===== config.mk =====
export PLATFORM = sky130hd
export DESIGN_NAME = word_serializer
export DESIGN_NICKNAME = d
export VERILOG_FILES = /design/src/rtl/word_serializer_pkg.sv /design/src/rtl/word_serializer.sv
export SDC_FILE = /design/constraint.sdc
export NUM_CORES = 1
export LEC_CHECK = 0
export ABC_AREA = 0
export BUFFER_PORTS_ARGS = -buffer_cell sky130_fd_sc_hd__buf_2
export CAP_MARGIN = 20
export CORE_MARGIN = 2
export CORE_UTILIZATION = 58
export DETAILED_ROUTE_END_ITERATION = 8
export PLACE_DENSITY = 0.81
export SLEW_MARGIN = 0
export SYNTH_ARGS = -nofsm -noshare
export SYNTH_HDL_FRONTEND = slang
export SYNTH_SLANG_ARGS = --single-unit

===== constraint.sdc =====
create_clock -name CLK -period 4.53 [get_ports CLK]
set_input_delay 0.2265 -clock CLK [delete_from_list [all_inputs] [get_ports CLK]]
set_output_delay 0.2265 -clock CLK [all_outputs]
set_load 0.02 [all_outputs]

===== src/rtl/word_serializer_pkg.sv =====
// Shared types and constants for the parallel-to-serial framer.
package word_serializer_pkg;

   localparam logic [2:0] ENC_IDLE   = 3'd0;
   localparam logic [2:0] ENC_START  = 3'd1;
   localparam logic [2:0] ENC_SHIFT  = 3'd2;
   localparam logic [2:0] ENC_PARITY = 3'd3;
   localparam logic [2:0] ENC_GAP    = 3'd4;

   typedef enum logic [2:0] {
      S_IDLE   = ENC_IDLE,
      S_START  = ENC_START,
      S_SHIFT  = ENC_SHIFT,
      S_PARITY = ENC_PARITY,
      S_GAP    = ENC_GAP
   } state_e;

   localparam logic SOUT_IDLE = 1'b0;

endpackage


===== src/rtl/word_serializer.sv =====
// Accepts a parallel word over valid/ready and emits it MSB first as a
// framed serial stream: start bit, data bits, optional even parity, idle gap.
module word_serializer
   import word_serializer_pkg::*;
#(
   parameter int WIDTH      = 8,
   parameter int PARITY_EN  = 1,
   parameter int GAP_CYCLES = 1
) (
   input  logic             CLK,
   input  logic             RST,
   input  logic [WIDTH-1:0] DIN,
   input  logic             DIN_VALID,
   output logic             DIN_READY,
   output logic             SOUT,
   output logic             SOUT_EN,
   output logic             BUSY,
   output logic             DONE
);

   localparam int CW = $clog2(WIDTH);

   state_e           state_q, state_d;
   logic [WIDTH-1:0] shreg_q, shreg_d;
   logic             par_q, par_d;
   logic [CW-1:0]    cnt_q, cnt_d;
   logic             sout_q, sout_d;
   logic             en_q, en_d;
   logic             ready_q, ready_d;
   logic             busy_q, busy_d;
   logic             done_q, done_d;
   logic             gap_last;

   generate
      if (GAP_CYCLES > 0) begin : g_gap
         localparam int GW = $clog2(GAP_CYCLES + 1);
         logic [GW-1:0] gap_cnt_q, gap_cnt_d;

         // Reloads whenever outside GAP so it is primed on entry.
         always_comb begin
            gap_cnt_d = GW'(GAP_CYCLES - 1);
            if (state_q == S_GAP) gap_cnt_d = gap_cnt_q - GW'(1);
         end

         always_ff @(posedge CLK) gap_cnt_q <= gap_cnt_d;

         assign gap_last = (gap_cnt_q == '0);
      end else begin : g_no_gap
         assign gap_last = 1'b1;
      end
   endgenerate

   // Every output is computed for the state being entered, then registered.
   always_comb begin
      state_d = state_q;
      shreg_d = shreg_q;
      par_d   = par_q;
      cnt_d   = cnt_q;
      sout_d  = SOUT_IDLE;
      en_d    = 1'b0;
      ready_d = 1'b0;
      busy_d  = 1'b1;
      done_d  = 1'b0;
      case (state_q)
         S_IDLE: begin
            ready_d = 1'b1;
            busy_d  = 1'b0;
            if (DIN_VALID && ready_q) begin
               state_d = S_START;
               shreg_d = DIN;
               par_d   = ^DIN;
               sout_d  = 1'b1;
               en_d    = 1'b1;
               ready_d = 1'b0;
               busy_d  = 1'b1;
            end
         end
         S_START: begin
            state_d = S_SHIFT;
            cnt_d   = CW'(WIDTH - 1);
            sout_d  = shreg_q[WIDTH-1];
            shreg_d = {shreg_q[WIDTH-2:0], 1'b0};
            en_d    = 1'b1;
         end
         S_SHIFT: begin
            if (cnt_q != '0) begin
               cnt_d   = cnt_q - CW'(1);
               sout_d  = shreg_q[WIDTH-1];
               shreg_d = {shreg_q[WIDTH-2:0], 1'b0};
               en_d    = 1'b1;
               done_d  = (PARITY_EN == 0) && (cnt_q == CW'(1));
            end else if (PARITY_EN != 0) begin
               state_d = S_PARITY;
               sout_d  = par_q;
               en_d    = 1'b1;
               done_d  = 1'b1;
            end else if (GAP_CYCLES > 0) begin
               state_d = S_GAP;
            end else begin
               state_d = S_IDLE;
               ready_d = 1'b1;
               busy_d  = 1'b0;
            end
         end
         S_PARITY: begin
            if (GAP_CYCLES > 0) begin
               state_d = S_GAP;
            end else begin
               state_d = S_IDLE;
               ready_d = 1'b1;
               busy_d  = 1'b0;
            end
         end
         S_GAP: begin
            if (gap_last) begin
               state_d = S_IDLE;
               ready_d = 1'b1;
               busy_d  = 1'b0;
            end
         end
         default: begin
            state_d = S_IDLE;
            busy_d  = 1'b0;
         end
      endcase
   end

   always_ff @(posedge CLK) begin
      shreg_q <= shreg_d;
      par_q   <= par_d;
      cnt_q   <= cnt_d;
      if (RST) begin
         state_q <= S_IDLE;
         sout_q  <= SOUT_IDLE;
         en_q    <= 1'b0;
         ready_q <= 1'b0;
         busy_q  <= 1'b0;
         done_q  <= 1'b0;
      end else begin
         state_q <= state_d;
         sout_q  <= sout_d;
         en_q    <= en_d;
         ready_q <= ready_d;
         busy_q  <= busy_d;
         done_q  <= done_d;
      end
   end

   assign DIN_READY = ready_q;
   assign SOUT      = sout_q;
   assign SOUT_EN   = en_q;
   assign BUSY      = busy_q;
   assign DONE      = done_q;

endmodule


==> reports/metrics.cfg, run 1 <==
[run_status]
outcome = finished clean

[layout]
num-fill-cells = 126
final_cell_count_no_fill = 115
finalInstanceArea_um2 = 1100
drive_above_1_share_pct = 29.6
diodes = 0
nNetsFinal = 112
syn2layout_area_growth_pct = 10.3
multi_input_area_um2 = 432
seq_area_um2 = 541

[hold_path]
worstHoldStart = RST
whs_endpoint = BUSY
hp-class = primary input to flip-flop
hold_depth = 2

[routing]
dr_wl_met3_um = 39
dr.pass1.iters = 4
drt_iter0_markers = 10
num_vias = 617
drt-total-wl_um = 1590
wl_per_cell_um = 13.8
ant_nets = 0
top_layer = met4
wl_met2_um = 763
drc = 0
post_drt_via_cell_ratio = 5.37
wl_met1_um = 767

[setup_path]
r2r_cells = 5
endpoint_kind = flip-flop
critical_path.max_fanout = 8
worst-setup-path-type = flip-flop to flip-flop
reg2reg_slack_ps = 2680
r2r-start = cnt_q[0]
crit_required_ps = 4480
r2r-end = shreg_q[3]
startpoint = cnt_q[0]
cp_data_arrival_time_ps = 1800
crit_path_start_kind = flip-flop

[timing]
whs_ps = 176
setup_viol = 0
final.setup.tns_ps = 0
setup_slack_ps = 2680
finalCritPeriodShare_pct = 40.9
rsz0062_at_grt = no
hold_viol = 0
worstMarginPinSlew_ps = 651
final_max_slew_viol_count = 0
fin_crit_ps = 1850
slew_headroom_pct = 56.4
finalClockSkew_ps = 2.77
fmax_mhz = 540

[yosys]
ys_seq_elements = 21
syn_area_um2 = 1000
synthDistinctLibCells = 27
syn_nets = 95
avgSynthCellArea_um2 = 12.2
synth-async-reset-ratio_pct = 0
synth-seq-area-share_pct = 54.0
ys.flop_type = edfxtp_1
synth_warnings = 0
synth_edf_count = 12
syn_inst = 82

[global_routing]
overflow = 0
grt_pass1_vias = 579
grt_pass1_wl_um = 2500
grtUsageTotal_pct = 17.7
antenna_found_initial = 0
grt_start_max_net_pins = 16

[cts]
cts_setup_buffers = 0
cts_resized = 0
cts_buffers = 3
htreeDepth = 1
cts_sinks = 21
cts_tree = done
clk_pin_slew_ps = 110
clk_latency_ps = 300
hold_buffers = 0
clockBufferDepth = 2
cts-root-buf = clkbuf_4

[place]
dpl-instance-area_um2 = 1080
dp_hpwl_um = 1220
port_buffers = 15
pre_cts_ws_ps = 2640
placedCellCount = 111
gp_congestion = 0.759

[pwr]
leakagePower_nw = 0.443
p_int_mw = 0.285
comb_power_share_pct = 16.9
cellPowerDensity_nw_per_um2 = 344
p_switching_mw = 0.0954
clockPowerShare_pct = 23.5
peakVddDrop_uv = 284
netSwitchingFraction_pct = 25.1
seqPwrFrac_pct = 59.6

[flow_run]
drv_cap = 0

[floorplanning]
io_pins = 16
die_y_um = 45.5
initial_core_util_pct = 59.9
die-area_um2 = 2070
coreArea_um2 = 1670
rows = 15
die_x_um = 45.5

per-stage QoR:
| step | util (%) | total power, mW |
|---|---|---|
| finish | 66.1 | 0.380 |
| global route | 66.1 | 0.395 |
| CTS | 66.1 | 0.383 |
| detailed placement | 64.4 | 0.296 |
| global placement | 64.4 | 0.292 |
| floorplan | - | 0.278 |
layout make-up:
cell class,count,share of cell area [%]
Clock buffer,3,2.04
Tap cell,17,1.93
Sequential cell,21,49.0
Clock inverter,1,0.454
Multi-Input combinational cell,56,39.1
Inverter,2,0.680
Timing Repair Buffer,15,6.80
Yosys cell counts, drive strengths merged (2+ instances only):
library cell | instances | share of area [%]
nand2b | 2 | 2.0
edfxtp | 12 | 36
nor2b | 3 | 1.9
inv | 2 | 0.75
nor2 | 8 | 4.6
nor4 | 2 | 1.2
dfxtp | 9 | 18
buf | 3 | 2.1
mux2 | 7 | 10
ha | 2 | 2.5
nand2 | 7 | 2.6
nand3b | 2 | 1.5
a21oi | 6 | 3.0
xnor2 | 7 | 6.1
cells in the final DEF, fill, tap and decap left out, drive strengths merged:
master,Yosys,routed
o21ai,1,1
nor2,8,8
o211ai,1,1
inv,2,2
nor4,2,2
mux2,7,7
a31oi,1,1
ha,2,2
clkbuf,0,3
nor2b,3,3
edfxtp,12,12
dfxtp,9,9
buf,3,15
xor2,1,1
xnor2,7,7
o22a,1,1
nand2,7,7
a21oi,6,6
nand3,1,1
a21o,1,1
nor3,1,1
nand3b,2,2
nand2b,2,2
and2,1,1
clkinv,0,1
a211o,1,1
power by group through the flow:
stage          clock, mW  combinational [mW]  sequential (mW)
6_report          0.0892              0.0644            0.226
5_1_grt           0.0966              0.0706            0.228
4_1_cts           0.0910              0.0655            0.226
3_5_place_dp           0              0.0653            0.230
3_3_place_gp           0              0.0624            0.230
2_1_floorplan          0              0.0462            0.231
worst max-delay path by stage:
stage                       to  slack [ps]  cells past startpoint
floorplan           shreg_q[0]        2890                      5
global placement    shreg_q[2]        2770                      5
detailed placement  shreg_q[1]        2640                      5
CTS                 shreg_q[3]        2630                      5
global route        shreg_q[1]        2540                      5
finish              shreg_q[3]        2680                      5
worst max-delay path, cell delays in order (launching register included):
cell and delay (ps):
edfxtp_1 370, inv_1 70, ha_1 190, nor2b_1 170
o22a_1 200, nor2_1 500
per-layer routing:
layer	vias up	track usage (%)
li1	323	-
met1	281	22.8
met2	11	28.7
met3	2	3.57
met4	0	7.06
met5	-	0
kinds of logic (layout without fill, tap and decap cells):
family,Yosys count,count (layout),synth area share [%]
AOI/OAI and AO/OA,12,12,7.38
xor gates and xnor gates,8,8,7.00
adders and majority gates,2,2,2.50
buffers and inverters,5,21,2.88
DFF,21,21,54.0
muxes,7,7,10.5
and+or+nand+nor,27,27,15.7
sequential cells by signal, indices dropped and copies added (netlist names):
signal           cells
BUSY                 1
DIN_READY            1
DONE                 1
SOUT                 1
SOUT_EN              1
cnt_q                3
g_gap.gap_cnt_q      1
par_q                1
shreg_q              8
state_q              3
No activity file was read; power rests on OpenSTA's default activity.
==> run 2, diff against run 1 <==
--- a/config.mk
+++ b/config.mk
@@ -9,9 +9,9 @@
 export BUFFER_PORTS_ARGS = -buffer_cell sky130_fd_sc_hd__buf_2
 export CAP_MARGIN = 20
 export CORE_MARGIN = 2
-export CORE_UTILIZATION = 58
+export CORE_UTILIZATION = 54
 export DETAILED_ROUTE_END_ITERATION = 8
-export PLACE_DENSITY = 0.81
+export PLACE_DENSITY = 0.77
 export SLEW_MARGIN = 0
 export SYNTH_ARGS = -nofsm -noshare
 export SYNTH_HDL_FRONTEND = slang
==> constraint.sdc (replaced) <==
create_clock -name CLK -period 1.78 [get_ports CLK]
set_input_delay 0.089 -clock CLK [delete_from_list [all_inputs] [get_ports CLK]]
set_output_delay 0.089 -clock CLK [all_outputs]
set_load 0.02 [all_outputs]
==> reports/metrics.cfg, run 2 (same netlist as run 1, synthesis figures left out) <==
[layout]
final_common_cell = buf_2
nNetsFinal = 115  ; +2.7%
registers.top_by_ff_count = shreg_q
largest_reg_flops = 8  ; unchanged
top_regs = shreg_q (8), cnt_q (3), state_q (3)
diodes = 0  ; unchanged
drive_above_1_share_pct = 32.7  ; +3.1 points
syn2layout_area_growth_pct = 13.9
layout_common_cells = buf_2 (15), edfxtp_1 (12), dfxtp_1 (9)

[cts]
cts_sinks = 21  ; unchanged
cts_setup_buffers = 0  ; unchanged
clockBufferDepth = 2  ; unchanged
cts_buffers = 3  ; unchanged
clk_latency_ps = 300  ; about the same
cts-root-buf = clkbuf_4
htreeDepth = 1  ; unchanged
clk_pin_slew_ps = 110  ; about the same
cts_tree = done

[place]
gp_congestion = 0.765  ; +0.74%
port_buffers = 15  ; unchanged
dp_hpwl_um = 1180  ; -3.5%

[floorplanning]
coreArea_um2 = 1730  ; +3.4%
die_y_um = 47.1  ; +3.3%
rows = 15  ; unchanged
io_pins = 16  ; unchanged
initial_core_util_pct = 58.0  ; -2.0 points
die_x_um = 47.1  ; +3.3%
die-area_um2 = 2210  ; +6.8%

[timing]
hold_viol = 0  ; unchanged
setup_viol = 0  ; unchanged
slew_headroom_pct = 58.9  ; +2.4 points
finalClockSkew_ps = 5.10  ; +2.33 ps
final_max_slew_viol_count = 0  ; unchanged
fin_crit_ps = 1620  ; -231 ps
final.setup.tns_ps = 0  ; unchanged
fmax_mhz = 617  ; +14%
rsz0062_at_grt = no
worstMarginPinSlew_ps = 616  ; -34.8 ps
finalCritPeriodShare_pct = 91.0  ; +50 points

[pwr]
leakagePower_nw = 0.457  ; +3.0%
cellPowerDensity_nw_per_um2 = 850  ; +150%
peakVddDrop_uv = 567  ; +99%
fin_total_pwr_mw = 0.969  ; +160%

[setup_path]
crit_required_ps = 1790  ; -2690 ps
crit_path_start_kind = flip-flop
endpoint_kind = flip-flop
worst-setup-path-type = flip-flop to flip-flop
critical_path.max_fanout = 4  ; -4
cp_data_arrival_time_ps = 1630  ; -170 ps

[hold_path]
hp-class = primary input to flip-flop

[global_routing]
grt_pass1_wl_um = 2630  ; +5.2%
grtUsageTotal_pct = 17.6  ; -0.062 points
overflow = 0  ; unchanged
grt_pass1_vias = 604  ; +4.3%
grt_start_max_net_pins = 16  ; unchanged
antenna_found_initial = 0  ; unchanged

[flow_run]
drv_cap = 0  ; unchanged

[routing]
drc = 0  ; unchanged
dr.pass1.iters = 4  ; unchanged
num_vias = 615  ; -0.32%
post_drt_via_cell_ratio = 4.88  ; -9.0%
ant_nets = 0  ; unchanged
drt-total-wl_um = 1610  ; +1.3%
drt_iter0_markers = 10  ; unchanged
wl_per_cell_um = 12.8  ; -7.5%

[run_status]
outcome = finished clean

[run 2: changes by cell type in the layout (fill, tap and decap cells not counted), sizes merged]
cell	before	now
clkinv	1	0
buf	15	18
clkbuf	3	4
[run 2: what timing repair did]
item,CTS,global route
pin swaps,0,0
hold buffers,0,0
gates resized for setup,1,1
setup endpoints to repair,8,3
[run 2: layout make-up]
| class | count | area, µm² |
|---|---|---|
| clock buffer | 4 | 26.3 |
| sequential | 21 | 541 |
| tap | 25 | 31.3 |
| multi-input combinational | 56 | 437 |
| fill | 140 | 587 |
| inverter | 2 | 7.51 |
| timing repair buffer | 18 | 97.6 |
[run 2: report_power, final]
group | switching, mW | internal, mW
logic | 0.0856 | 0.0850
registers | 0.0141 | 0.558
clock network | 0.139 | 0.0874
total | 0.238 | 0.731
[run 2: worst paths after layout]
path / start / end / slack, ps / cells past startpoint
setup / recovery: cnt_q[0] / cnt_q[2] / 160 / 6
hold / removal: RST / DONE / 30 / 2
hold reg to reg: g_gap.gap_cnt_q / g_gap.gap_cnt_q / 440 / 1
setup reg to reg: cnt_q[0] / cnt_q[2] / 160 / 6
[run 2: critical path, cell delays in order (launching register included)]
cell	delay, ps
edfxtp_1	350
inv_1	60
ha_1	180
nor2b_1	140
buf_4	150
o21ai_0	200
nor2b_2	260
[run 2: through the flow]
stage | std cells | hold slack, ps | setup slack, ps | util [%] | area [µm²]
2_1_floorplan | 82 | 158 | 144 | - | 1000
3_3_place_gp | 122 | 356 | 32.8 | 64.2 | 1110
3_5_place_dp | 122 | 358 | -30.9 | 64.2 | 1110
4_1_cts | 126 | 24.0 | 75.5 | 65.9 | 1140
5_1_grt | 126 | 60.2 | 53.8 | 66.0 | 1140
6_report | 126 | 33.8 | 160 | 66.0 | 1140
[run 2: routing by layer]
metal | vias to the layer above | track usage [%] | wire length, µm
li1 | 328 | - | -
met1 | 268 | 24.7 | 779
met2 | 14 | 26.3 | 730
met3 | 5 | 3.46 | 66
met4 | 0 | 8.33 | 34
met5 | - | 0 | 0
